## config.mk

```make
export PLATFORM = sky130hd
export DESIGN_NAME = clock_control
export DESIGN_NICKNAME = d
export VERILOG_FILES = /design/src/rtl/clock_control.sv
export SDC_FILE = /design/constraint.sdc
export NUM_CORES = 1
export LEC_CHECK = 0
export ABC_CLOCK_PERIOD_IN_PS = 2000
export CAP_MARGIN = 20
export CORE_AREA = 2 2 96 98
export DETAILED_ROUTE_END_ITERATION = 6
export DIE_AREA = 0 0 98 100
export HOLD_SLACK_MARGIN = 0.05
export PLACE_DENSITY_LB_ADDON = 0.25
export SETUP_SLACK_MARGIN = 0.4
export SLEW_MARGIN = 10
export SYNTH_ARGS = -nofsm -noshare
export SYNTH_HDL_FRONTEND = slang
export SYNTH_SLANG_ARGS = --single-unit
```

## constraint.sdc

```tcl
create_clock -name clk -period 2 [get_ports clk]
set_clock_uncertainty 0.2 [all_clocks]
set_input_delay 0.4 -clock clk [delete_from_list [all_inputs] [get_ports clk]]
set_output_delay 0.4 -clock clk [all_outputs]
set_load 0.005 [all_outputs]
```

## src/rtl/clock_control.sv

```systemverilog
// Clock-enable generator for a single-step / free-run / halt machine.
// Produces one-cycle o_clk_en pulses from a debounced step button or a run-mode prescaler.
module clock_control #(
   parameter int unsigned DEBOUNCE_CYCLES = 4,
   parameter int unsigned DIV_WIDTH       = 8
) (
   input  logic                 clk,
   input  logic                 rst_n,
   input  logic                 i_run,
   input  logic                 i_step_btn,
   input  logic [DIV_WIDTH-1:0] i_div,
   input  logic                 i_halt,
   output logic                 o_clk_en,
   output logic                 o_running,
   output logic                 o_halted,
   output logic [15:0]          o_pulse_count
);

   localparam int unsigned CNT_W = 16;
   localparam logic [CNT_W-1:0] DEB_LAST = CNT_W'(DEBOUNCE_CYCLES - 1);

   typedef enum logic [1:0] {
      ST_STEP   = 2'd0,
      ST_RUN    = 2'd1,
      ST_HALTED = 2'd2
   } state_t;

   logic                 run_s1, run_s2;
   logic                 stp_s1, stp_s2;
   logic                 deb_level;
   logic [CNT_W-1:0]     deb_cnt;
   logic                 deb_mismatch;
   logic                 deb_fire;
   logic                 step_evt;

   state_t               state, state_nxt;
   logic [DIV_WIDTH-1:0] presc, presc_nxt;
   logic                 clk_en_nxt;
   logic [15:0]          pulse_cnt_nxt;

   // Two-flop synchronizers for the asynchronous switch and button
   always_ff @(posedge clk or negedge rst_n) begin
      if (!rst_n) begin
         run_s1 <= 1'b0;
         run_s2 <= 1'b0;
         stp_s1 <= 1'b0;
         stp_s2 <= 1'b0;
      end else begin
         run_s1 <= i_run;
         run_s2 <= run_s1;
         stp_s1 <= i_step_btn;
         stp_s2 <= stp_s1;
      end
   end

   // Level is accepted on the Nth consecutive cycle of disagreement
   assign deb_mismatch = stp_s2 ^ deb_level;
   assign deb_fire     = deb_mismatch && (deb_cnt == DEB_LAST);
   assign step_evt     = deb_fire && stp_s2;

   always_ff @(posedge clk or negedge rst_n) begin
      if (!rst_n) begin
         deb_level <= 1'b0;
         deb_cnt   <= '0;
      end else if (!deb_mismatch) begin
         deb_cnt <= '0;
      end else if (deb_fire) begin
         deb_level <= stp_s2;
         deb_cnt   <= '0;
      end else begin
         deb_cnt <= CNT_W'(deb_cnt + 1'b1);
      end
   end

   // Next-state, prescaler and pulse decision; halt overrides everything
   always_comb begin
      state_nxt  = state;
      presc_nxt  = presc;
      clk_en_nxt = 1'b0;
      case (state)
         ST_STEP: begin
            if (run_s2) begin
               state_nxt = ST_RUN;
               presc_nxt = '0;
            end else if (step_evt) begin
               clk_en_nxt = 1'b1;
            end
         end
         ST_RUN: begin
            if (!run_s2) begin
               state_nxt = ST_STEP;
            end else if (presc >= i_div) begin
               clk_en_nxt = 1'b1;
               presc_nxt  = '0;
            end else begin
               presc_nxt = DIV_WIDTH'(presc + 1'b1);
            end
         end
         ST_HALTED: begin
            state_nxt = ST_HALTED;
         end
         default: begin
            state_nxt = ST_STEP;
         end
      endcase
      if (i_halt) begin
         state_nxt  = ST_HALTED;
         clk_en_nxt = 1'b0;
      end
      pulse_cnt_nxt = clk_en_nxt ? 16'(o_pulse_count + 1'b1) : o_pulse_count;
   end

   // State, prescaler and registered outputs
   always_ff @(posedge clk or negedge rst_n) begin
      if (!rst_n) begin
         state         <= ST_STEP;
         presc         <= '0;
         o_clk_en      <= 1'b0;
         o_running     <= 1'b0;
         o_halted      <= 1'b0;
         o_pulse_count <= '0;
      end else begin
         state         <= state_nxt;
         presc         <= presc_nxt;
         o_clk_en      <= clk_en_nxt;
         o_running     <= (state_nxt == ST_RUN);
         o_halted      <= (state_nxt == ST_HALTED);
         o_pulse_count <= pulse_cnt_nxt;
      end
   end

endmodule

```

==> flow_summary.json, run 1 <==
{
  "finalCriticalPeriod_ns": 2.22,
  "ys_async_sr_fraction": 1.00,
  "antenna_cells": 0,
  "grt_use_total": 0.134,
  "grt_pass1_wl_mm": 10.8,
  "netlist_instances": 245,
  "whs_ns": 0.157,
  "synthTopCellsByArea": "dfrtp_1, xor2_1, ha_1",
  "fin_ws_ns": -0.224,
  "numCtsBuffers": 5,
  "slowest_delay_ns": 0.42,
  "port_buffers": 31,
  "worstPathArrival_ns": 2.22,
  "min_path_type": "reg -> reg",
  "slew_viol_final": 0,
  "synth_edf_count": 0,
  "cpMaxStageDelayCell": "dfrtp_1",
  "critPathKind": "reg -> reg",
  "synth_top_area_frac": 0.491,
  "place_area_sq_mm": 0.00354,
  "totalPowerFinal_mw": 2.54,
  "hpwlAfterDp_mm": 4.20,
  "synth.top_cells.by_count": "dfrtp_1, nor2_1, xor2_1",
  "netlist-cell-type-count": 41,
  "violations": "setup timing",
  "first_iter_violations": 91,
  "die_w_um": 98,
  "synth_flop_cell": "dfrtp_1",
  "detail_route.wirelength_mm": 6.61,
  "final_cells": 484,
  "critical_path_peak_fanout": 4,
  "setup_viol": 25,
  "gp_congestion": 0.786,
  "routedWlPerCell_um": 13.6,
  "fin_area_sq_mm": 0.00445,
  "cp_common_cell": "buf_4",
  "post_route_cells_drive_above_1_share": 0.496,
  "numClockSinks": 50,
  "fillers": 790,
  "netlist.top_cell.by_area": "dfrtp_1",
  "final_hold_viol_count": 0,
  "synth_most_common_cell": "dfrtp_1",
  "via_per_inst": 4.58,
  "initial_utilization": 0.287,
  "fp.dieArea_sq_mm": 0.00980,
  "ys_ff_latch": 50,
  "die-height_um": 100,
  "cts_tree": "done",
  "cts.clk_slew.worst_paths_ns": 0.10,
  "clkLatencyLatePin_ns": 0.31,
  "yosys_warnings": 0,
  "power_density_mw_per_mm2": 571,
  "ctsRootBufferMaster": "clkbuf_8",
  "first_pass_iters": 4,
  "max_cap_viol_count": 0,
  "status": "finished with violations",
  "antenna_found_initial": 0,
  "vias": 2219,
  "syn2layout_area_growth_pct": 74.5,
  "grt_pass1_vias": 2212,
  "rows": 35,
  "cp.required_ns": 2.00,
  "grt_max_degree": 36,
  "cp_cell_sequence": "ha_4 > a211oi_2 > nor2_1 > buf_4 > a32oi_4 > clkbuf_16 > buf_4 > a211oi_4 > xor2_1",
  "final_nets": 396,
  "cts_buffer_depth": 2,
  "post-place-cells": 433,
  "rsz0062_at_grt": "true",
  "cp-end-kind": "flop",
  "coreArea_sq_mm": 0.00889,
  "yosysSeqAreaShare": 0.491,
  "syn_area_sq_mm": 0.00255,
  "antenna_left": 0,
  "syn_nets": 269,
  "grt-ovfl-total": 0,
  "avgSynthCellArea_sq_um": 10.4,
  "p_leak_nw": 1.96,
  "maxClockFrequency_mhz": 450,
  "htreeDepth": 2,
  "startpoint_type": "flop",
  "vdd_drop_max_v": 0.000390,
  "drc_errors": 0,
  "io_pins": 32,
  "fin_crit_sh": 1.11,
  "max_slew_margin": 0.640,
  "worstMarginPinSlew_ns": 0.540
}
==> worst paths after layout <==
path                                 startpoint                      endpoint  slack, ns  cells past startpoint
hold reg to reg                run_s1$_DFF_PN0_              run_s2$_DFF_PN0_       0.16                      0
min in group asynchronous                 rst_n          presc[7]$_DFFE_PN0P_       0.35                      2
setup reg to reg           presc[5]$_DFFE_PN0P_  o_pulse_count[6]$_DFFE_PN0P_      -0.22                      9
max in group asynchronous                 rst_n          deb_cnt[9]$_DFF_PN0_       0.72                      3
setup / recovery           presc[5]$_DFFE_PN0P_  o_pulse_count[6]$_DFFE_PN0P_      -0.22                      9
hold / removal                 run_s1$_DFF_PN0_              run_s2$_DFF_PN0_       0.16                      0
==> layout make-up <==
| type | count | area (sq um) | area share |
|---|---|---|---|
| repair buffers | 124 | 1110 | 0.249 |
| well taps | 111 | 139 | 0.0312 |
| inverters | 16 | 60.1 | 0.0135 |
| clock inverters | 2 | 37.5 | 0.00843 |
| flip-flops and latches | 50 | 1250 | 0.281 |
| clock buffers | 6 | 72.6 | 0.0163 |
| multi-input cells | 175 | 1780 | 0.400 |
==> report_power, final <==
group / internal (mW) / switching (mW)
registers: 1.06 / 0.0367
clock network: 0.374 / 0.347
logic: 0.338 / 0.383
total: 1.78 / 0.767
==> layout by cell type (no fill, tap or decap), drive strengths merged, types with 4 or more instances in the layout <==
cell           count
buf               93
dfrtp             50
nor2              22
xor2              21
nand2             21
nand3             16
inv               16
dlygate4sd2       15
ha                11
o21ai              9
clkbuf             9
a2111oi            8
xnor2              8
a21oi              8
clkdlybuf4s15      7
a211oi             6
nand4              5
nor3               5
and3               5
nor4               4
==> per-stage QoR <==
stage          setup TNS, ns  setup WS, ns   util
6_report               -3.49        -0.224  0.501
5_1_grt                -5.97        -0.323  0.501
4_1_cts                -3.58        -0.246  0.462
3_5_place_dp          -14.00        -0.676  0.398
3_3_place_gp          -13.67        -0.640  0.398
2_1_floorplan         -0.621       -0.0675      -
==> critical path: cells and delay by family, from the launching register on <==
family	cells	cell delay, ns
buffers and inverters	3	0.48
adder cells (fa/ha/maj)	1	0.26
AND/OR/NAND/NOR	1	0.07
XOR/XNOR	1	0.15
AO/OA/AOI/OAI	3	0.54
flip-flops	1	0.42
==> timing repair <==
action                                  4_1_cts  5_1_grt
endpoints found under the setup margin       60       51
pin swaps                                    36       47
gates resized for setup                      83       66
gates cloned                                  4        0
setup buffers                                22       16
endpoints found under the hold margin        15        0
hold buffers                                  1        0
==> logic make-up (layout without fill, tap and decap cells) <==
group	count (synthesis)	count (layout)	share of synthesized area
simple gates	95	96	0.195
fa+ha+maj	11	11	0.0540
mux	1	1	0.00442
flops	50	50	0.491
buf+inv	21	148	0.0343
xor+xnor	29	29	0.0996
compound gates	38	38	0.122
==> layer usage <==
layer | track usage | share of wire | vias to the layer above
met5 | 0 | 0 | -
met4 | 0.0256 | 0.018 | 0
met3 | 0.0230 | 0.031 | 10
met2 | 0.220 | 0.48 | 38
met1 | 0.189 | 0.47 | 1051
li1 | - | - | 1120
==> sequential cells by signal, summed over array words and instances, names as in the netlist <==
name           cells
deb_level          1
run_s1             1
stp_s1             1
o_halted           1
o_running          1
state              2
run_s2             1
o_clk_en           1
o_pulse_count     16
presc              8
stp_s2             1
deb_cnt           16
Power figures use the tool's default switching activity.
==> run 2: changes to the inputs <==
ABC_CLOCK_PERIOD_IN_PS = 1800   (was 2000)
clock period = 1.8 ns   (was 2 ns; I/O delays follow)
==> flow_summary.json, run 2 (synthesis results as in run 1) <==
{
  "status": "finished with violations",
  "violations": "setup timing",
  "worstMarginPinSlew_ns": 0.531,
  "power_density_mw_per_mm2": 621,
  "numClockSinks": 50,
  "initial_utilization": 0.287,
  "cp.required_ns": 1.84,
  "cts.clk_slew.worst_paths_ns": 0.09,
  "syn2layout_area_growth_pct": 77.0,
  "p_leak_nw": 1.98,
  "worstPathArrival_ns": 2.26,
  "cts_tree": "done",
  "grt-ovfl-total": 0,
  "min_path_type": "reg -> reg",
  "final_hold_viol_count": 0,
  "switching_share": 0.295,
  "antenna_cells": 0,
  "drc_errors": 0,
  "p_int_mw": 1.97,
  "startpoint_type": "flop",
  "rsz0062_at_grt": "true",
  "vias": 2268,
  "reg.largest.list": "deb_cnt x16, o_pulse_count x16, presc x8",
  "finalCriticalPeriod_ns": 2.22,
  "layout_commonest_cell": "buf_4",
  "final_util": 0.508,
  "die-height_um": 100,
  "io_pins": 32,
  "antenna_left": 0,
  "die_w_um": 98,
  "hold_depth": 0,
  "max_slew_margin": 0.646,
  "setup_viol": 29,
  "clkLatencyLatePin_ns": 0.30,
  "cts_buffer_depth": 2,
  "routedWlPerCell_um": 13.7,
  "final_nets": 404,
  "port_buffers": 31,
  "critical_path_peak_fanout": 4,
  "hpwlAfterDp_mm": 4.11,
  "grt_use_total": 0.137,
  "first_pass_iters": 3,
  "grt_pass1_wl_mm": 11.0,
  "min_from": "run_s1$_DFF_PN0_",
  "rows": 35,
  "fin_crit_sh": 1.23,
  "htreeDepth": 2,
  "combPwrFrac": 0.280,
  "gp_congestion": 0.812,
  "place_area_sq_mm": 0.00354,
  "ff2ff_path_depth": 8,
  "pwr-share-clk": 0.284,
  "fin_area_sq_mm": 0.00451,
  "maxClockFrequency_mhz": 451,
  "detail_route.wirelength_mm": 6.74,
  "min_to": "run_s2$_DFF_PN0_",
  "first_iter_violations": 42,
  "coreArea_sq_mm": 0.00889,
  "r2r_start": "deb_cnt[11]$_DFF_PN0_",
  "slew_viol_final": 0,
  "totalPowerFinal_mw": 2.80,
  "antenna_found_initial": 0,
  "grt_max_degree": 51,
  "grt_pass1_vias": 2286,
  "seq_power_share": 0.436,
  "critPathKind": "reg -> reg",
  "post_route_cells_drive_above_1_share": 0.549,
  "via_per_inst": 4.61,
  "cp-end-kind": "flop",
  "ctsRootBufferMaster": "clkbuf_8",
  "reg2reg_to": "o_pulse_count[6]$_DFFE_PN0P_",
  "numCtsBuffers": 5,
  "r2r_setup_slack_ns": -0.42,
  "max_cap_viol_count": 0,
  "fin_ws_ns": -0.419,
  "mostFrequentLayoutCells": "buf_4, dfrtp_1, buf_6",
  "fp.dieArea_sq_mm": 0.00980,
  "p_sw_mw": 0.827,
  "vdd_drop_max_v": 0.000333
}
[run 2: cell types whose count changed in the layout (fill, tap and decap cells not counted), sizes merged]
| cell | change |
|---|---|
| dlymetal6s2s | -2 |
| dlygate4sd2 | -7 |
| buf | +27 |
| clkbuf | -2 |
| clkinvlp | -1 |
| clkdlybuf4s15 | -7 |
[run 2: worst max path at each step]
stage                     startpoint                       endpoint  slack, ns  cells after the start
3_3_place_gp                i_div[7]   o_pulse_count[9]$_DFFE_PN0P_      -0.83                      8
3_5_place_dp                i_div[7]   o_pulse_count[8]$_DFFE_PN0P_      -0.87                      8
4_1_cts        deb_cnt[15]$_DFF_PN0_  o_pulse_count[12]$_DFFE_PN0P_      -0.45                      7
5_1_grt         deb_cnt[6]$_DFF_PN0_   o_pulse_count[6]$_DFFE_PN0P_      -0.49                      7
2_1_floorplan   presc[6]$_DFFE_PN0P_  o_pulse_count[10]$_DFFE_PN0P_      -0.27                      7
6_report       deb_cnt[11]$_DFF_PN0_   o_pulse_count[6]$_DFFE_PN0P_      -0.42                      8
[run 2: timing repair]
item,4_1_cts,5_1_grt
pin swaps,45,39
cloned,2,0
gates resized for setup,161,50
endpoints found under the setup margin,61,59
setup buffers,33,11
endpoints found under the hold margin,50,0
hold buffers,1,0
[run 2: critical path, cell delays in order (launching register included)]
cell,delay [ns]
dfrtp_1,0.40
nor4_2,0.31
buf_4,0.16
and4_4,0.22
a32oi_4,0.15
buf_6,0.16
buf_6,0.12
a211oi_4,0.26
xor2_1,0.16
[run 2: cell type report]
cell class | instances | area [sq um]
timing repair buffer | 132 | 1150
fill | 785 | 4380
multi-input combinational | 175 | 1800
inverter | 16 | 60.1
clock buffer | 7 | 76.3
sequential | 50 | 1250
tap | 111 | 139
clock inverter | 1 | 30.0
[run 2: power groups by stage]
| stage | Clock (mW) | Sequential, mW | Combinational [mW] |
|---|---|---|---|
| floorplan | 0 | 1.25 | 0.251 |
| global placement | 0 | 1.24 | 0.465 |
| detailed placement | 0 | 1.24 | 0.467 |
| CTS | 0.816 | 1.22 | 0.662 |
| global route | 0.866 | 1.23 | 0.857 |
| finish | 0.795 | 1.22 | 0.785 |
[run 2: routing by layer]
layer	share of wire	GRT usage
met1	0.46	0.182
met2	0.51	0.236
met3	0.022	0.0251
met4	0.0082	0.0256
met5	0	0
[run 2: stage by stage]
step | TNS [ns] | setup WS, ns | instances | hold WS [ns]
2_1_floorplan | -4.05 | -0.266 | 245 | -0.136
3_3_place_gp | -18.38 | -0.829 | 437 | 0.138
3_5_place_dp | -18.97 | -0.873 | 437 | 0.135
4_1_cts | -7.82 | -0.447 | 481 | 0.155
5_1_grt | -11.07 | -0.492 | 492 | 0.165
6_report | -8.57 | -0.419 | 492 | 0.154
